===== config.mk =====
export PLATFORM = sky130hd
export DESIGN_NAME = dc_router_fifo
export DESIGN_NICKNAME = d
export VERILOG_FILES = /design/src/rtl/dc_router_fifo.sv
export SDC_FILE = /design/constraint.sdc
export NUM_CORES = 1
export LEC_CHECK = 0
export CORE_ASPECT_RATIO = 0.5
export CORE_MARGIN = 3
export CORE_UTILIZATION = 55
export DETAILED_ROUTE_END_ITERATION = 10
export PLACE_DENSITY = 0.73
export SLEW_MARGIN = 20
export SYNTH_ARGS = -nofsm -noshare
export SYNTH_HDL_FRONTEND = slang
export SYNTH_SLANG_ARGS = --single-unit

===== constraint.sdc =====
create_clock -name clk -period 5.15 [get_ports clk]
set_input_delay 0.7725 -clock clk [delete_from_list [all_inputs] [get_ports clk]]
set_output_delay 0.7725 -clock clk [all_outputs]
set_load 0.03 [all_outputs]

===== src/rtl/dc_router_fifo.sv =====
// Synchronous FIFO between the router and the FFT/FIR accelerator.
// Registered read data and flags, sticky overflow/underflow, sync flush.
module dc_router_fifo #(
    parameter int DATA_WIDTH = 32,
    parameter int DEPTH      = 16,
    parameter int ADDR_WIDTH = 4
) (
    input  logic                  clk,
    input  logic                  reset,
    input  logic                  put_req,
    input  logic [DATA_WIDTH-1:0] data_in,
    input  logic                  get_req,
    input  logic                  clear,
    output logic [DATA_WIDTH-1:0] data_out,
    output logic                  data_valid,
    output logic                  full,
    output logic                  empty,
    output logic [ADDR_WIDTH:0]   count,
    output logic                  overflow,
    output logic                  underflow
);

    localparam logic [ADDR_WIDTH:0] FULL_CNT = (ADDR_WIDTH+1)'(DEPTH);

    logic [DATA_WIDTH-1:0] mem [DEPTH];
    logic [ADDR_WIDTH-1:0] wr_ptr;
    logic [ADDR_WIDTH-1:0] rd_ptr;
    logic [ADDR_WIDTH:0]   cnt_q;
    logic [ADDR_WIDTH:0]   cnt_nxt;
    logic [DATA_WIDTH-1:0] dout_q;
    logic                  dv_q;
    logic                  full_q;
    logic                  empty_q;
    logic                  ovf_q;
    logic                  unf_q;
    logic                  do_put;
    logic                  do_get;

    assign do_put = put_req & ~full_q;
    assign do_get = get_req & ~empty_q;

    always_comb begin
        cnt_nxt = cnt_q;
        case ({do_put, do_get})
            2'b10:   cnt_nxt = cnt_q + 1'b1;
            2'b01:   cnt_nxt = cnt_q - 1'b1;
            default: cnt_nxt = cnt_q;
        endcase
    end

    // Storage is never reset; pointers alone define which entries are live.
    always_ff @(posedge clk) begin
        if (reset && !clear && do_put)
            mem[wr_ptr] <= data_in;
    end

    always_ff @(posedge clk or negedge reset) begin
        if (!reset) begin
            wr_ptr  <= '0;
            rd_ptr  <= '0;
            cnt_q   <= '0;
            dout_q  <= '0;
            dv_q    <= 1'b0;
            full_q  <= 1'b0;
            empty_q <= 1'b1;
            ovf_q   <= 1'b0;
            unf_q   <= 1'b0;
        end else if (clear) begin
            wr_ptr  <= '0;
            rd_ptr  <= '0;
            cnt_q   <= '0;
            dv_q    <= 1'b0;
            full_q  <= 1'b0;
            empty_q <= 1'b1;
            ovf_q   <= 1'b0;
            unf_q   <= 1'b0;
        end else begin
            if (do_put)
                wr_ptr <= wr_ptr + 1'b1;
            if (do_get) begin
                rd_ptr <= rd_ptr + 1'b1;
                dout_q <= mem[rd_ptr];
            end
            dv_q    <= do_get;
            cnt_q   <= cnt_nxt;
            full_q  <= (cnt_nxt == FULL_CNT);
            empty_q <= (cnt_nxt == '0);
            if (put_req && full_q)
                ovf_q <= 1'b1;
            if (get_req && empty_q)
                unf_q <= 1'b1;
        end
    end

    assign data_out   = dout_q;
    assign data_valid = dv_q;
    assign full       = full_q;
    assign empty      = empty_q;
    assign count      = cnt_q;
    assign overflow   = ovf_q;
    assign underflow  = unf_q;

endmodule


==> metrics.txt <==
Root Buffer=clkbuf_16; GPL Wtd Cong=0.775; first-pass GRT wire length=69,000 um; PortBufs=78; worst slew pin tran=1.13 ns; WP data required=5.40 ns; asr flop ratio synth=8.90%; Worst Setup EP=mem[14][11]; total wire length=44,800 um; final hold violation count=0; post-route setup TNS=0 ns; CTS Hold Bufs=0; fin area=24,500 um2; sequential area share after synthesis=77.0%; status=completed; leakage power=7.68 nW; quantity of gates resized following cts=0; initial antenna violation count=0; top post-synthesis cells by area=edfxtp_1, mux4_2, dfrtp_1; Worst path slowest cell=clkdlybuf4s50_1; vias in the first global route=11,300; total power divided by cell area=403 nW/um2; CP endpoint kind=flip-flop; drt pass-1 iters=5; total track usage=21.9%; maximum fanout along the worst path=21; Worst-Skew Late Latency=0.56 ns; synthesized area=21,600 um2; max_cap viols=0; CP cell instances=clkdlybuf4s50_1 -> nor3b_1 -> nand2_1 -> nor2_4 -> buf_4; commonest non-fill, non-tap cell in the layout=edfxtp_1; Multi-input gate area=4680 um2; top cell type's share of synthesized area=71.2%; placed cell count=1,653; crit path from=clear; Die Span Y=146 um; setup violators final=0; Nets=1,228; I/O Pins=79; area grow syn2layout=13.6%; Syn Inst Count=1,089; CTS H-tree depth=2; FILL cells=2,541; gr ovfl total=0; Placeable Area=38,000 um2; DR vias/cell=6.20; Peak supply drop=232 uV; Synth Flop Type=edfxtp_1; CP arrival=3.64 ns; die area=41,800 um2; RSZ-0062 raised after global routing=no; maximum clock frequency=0.295 GHz; buffer count from post-CTS setup fixing=0; Post-Syn Nets=1,133; TritonCTS clock tree=yes; Mapped Avg Cell Area=19.8 um2; number of flops mapped to enable cells by yosys=512; die width=286 um; Final period util=65.8%; Post-DP HPWL=26,000 um; commonest cells after routing, fill and taps aside=edfxtp_1, mux4_2, nand2_1; Rel. slew slack=24.3%; largest stage delay on the critical path=0.77 ns; Reg area=16,600 um2; share of layout cells above drive strength 1=18.8%; post-synth top area cell=edfxtp_1; FF+latch count, synth=562; synth warn=0; Final Skew=0.00829 ns; minimum clock period=3.39 ns; FP Rows=50; Clock transition at path regs=0.06 ns; FF-to-FF Start=full; Inserted Clock Buffers=47; Critical Path Source Type=primary input; Final Non-Filler Cells=1,741; max-slew violations=0; initial core utilization=56.8%; worst reg2reg setup slack=2.17 ns; vias post-DR=10,800; DRC viols=0; largest buffer count on any clock path=3; hold crit path type=in2async; R2R Path End=mem[14][11]; DRT iter0 DRCs=1,197; # clock sinks=562; largest net degree at the start of global routing=80; Final ANT Viol Nets=0; Placed Area=23,000 um2; WL/cell=25.7 um; Worst R2R Path Depth=6; post-synth cell types=46; Antenna diodes=0; CP Class=in2reg
==> worst max-delay path, delay by kind of cell <==
| kind | cells | cell delay, ns |
|---|---|---|
| buffers and inverters | 2 | 1.12 |
| AND/OR/NAND/NOR | 3 | 1.73 |
==> kinds of logic (layout without fill, tap and decap cells) <==
| logic type | count (synthesis) | in the layout | share of synthesized area, % |
|---|---|---|---|
| AOI/OAI and AO/OA | 145 | 145 | 4.61 |
| xor gates and xnor gates | 11 | 11 | 0.446 |
| and+or+nand+nor | 131 | 131 | 2.69 |
| adders and majority gates | 7 | 7 | 0.406 |
| buffers and inverters | 72 | 204 | 1.81 |
| DFF | 562 | 562 | 77.0 |
| muxes | 161 | 161 | 13.0 |
==> per-stage QoR <==
step	setup slack [ns]	util, %	total power, mW	hold WS (ns)
final	1.76	64.5	9.89	0.383
after CTS	1.81	64.4	9.96	0.407
after global placement	1.35	60.5	6.56	0.469
after detailed placement	1.26	60.5	6.60	0.475
after floorplan	0.927	-	6.13	0.477
after global routing	1.62	64.5	10.2	0.432
==> power breakdown <==
group	leakage (nW)	switching, mW	internal [mW]
combinational	1.72	0.711	0.557
sequential	5.24	0.103	5.12
clock	0.722	1.54	1.86
total	7.68	2.36	7.53
==> cell usage after synthesis (2+ instances only) <==
cell type  count
nand2_1       78
o21ai_0       11
buf_2         12
xor2_1         3
nor2_1        27
inv_1          6
clkbuf_2       2
dfrtp_1       49
edfxtp_1     512
mux4_2        96
nand2b_1       5
clkbuf_1      29
o221ai_1      64
mux2i_1       65
inv_4          2
xnor2_1        8
a21oi_1        8
o21ai_1       54
o22ai_1        2
ha_1           7
buf_4          5
nand4_1        3
nor3_1         6
buf_6          9
buf_1          5
==> layout make-up <==
cell class,count,share of cell area [%]
clock inverters,23,0.684
well taps,520,2.65
inverters,9,0.158
multi-input cells,455,19.1
repair buffers,109,4.35
clock buffers,63,5.24
flip-flops and latches,562,67.8
==> worst min path at each step <==
stage | startpoint | endpoint | cells past startpoint
finish | reset | wr_ptr[1] | 2
global route | reset | wr_ptr[1] | 2
CTS | reset | data_out[19] | 2
detailed placement | data_out[15] | data_out[15] | 2
global placement | data_out[9] | data_out[9] | 2
floorplan | reset | count[0] | 0
==> flip-flops by register name, summed over array words and instances, names as in the netlist <==
name / count
data_valid: 1
underflow: 1
rd_ptr: 4
full: 1
mem: 512
wr_ptr: 4
overflow: 1
count: 5
empty: 1
data_out: 32
==> routing by layer <==
metal | up-vias | track usage (%) | share of wire, %
li1 | 4640 | - | -
met1 | 5639 | 32.1 | 42
met2 | 440 | 34.2 | 48
met3 | 76 | 4.31 | 7.6
met4 | 0 | 6.03 | 2.4
met5 | - | 0 | 0
(Power assumes the default switching activity.)
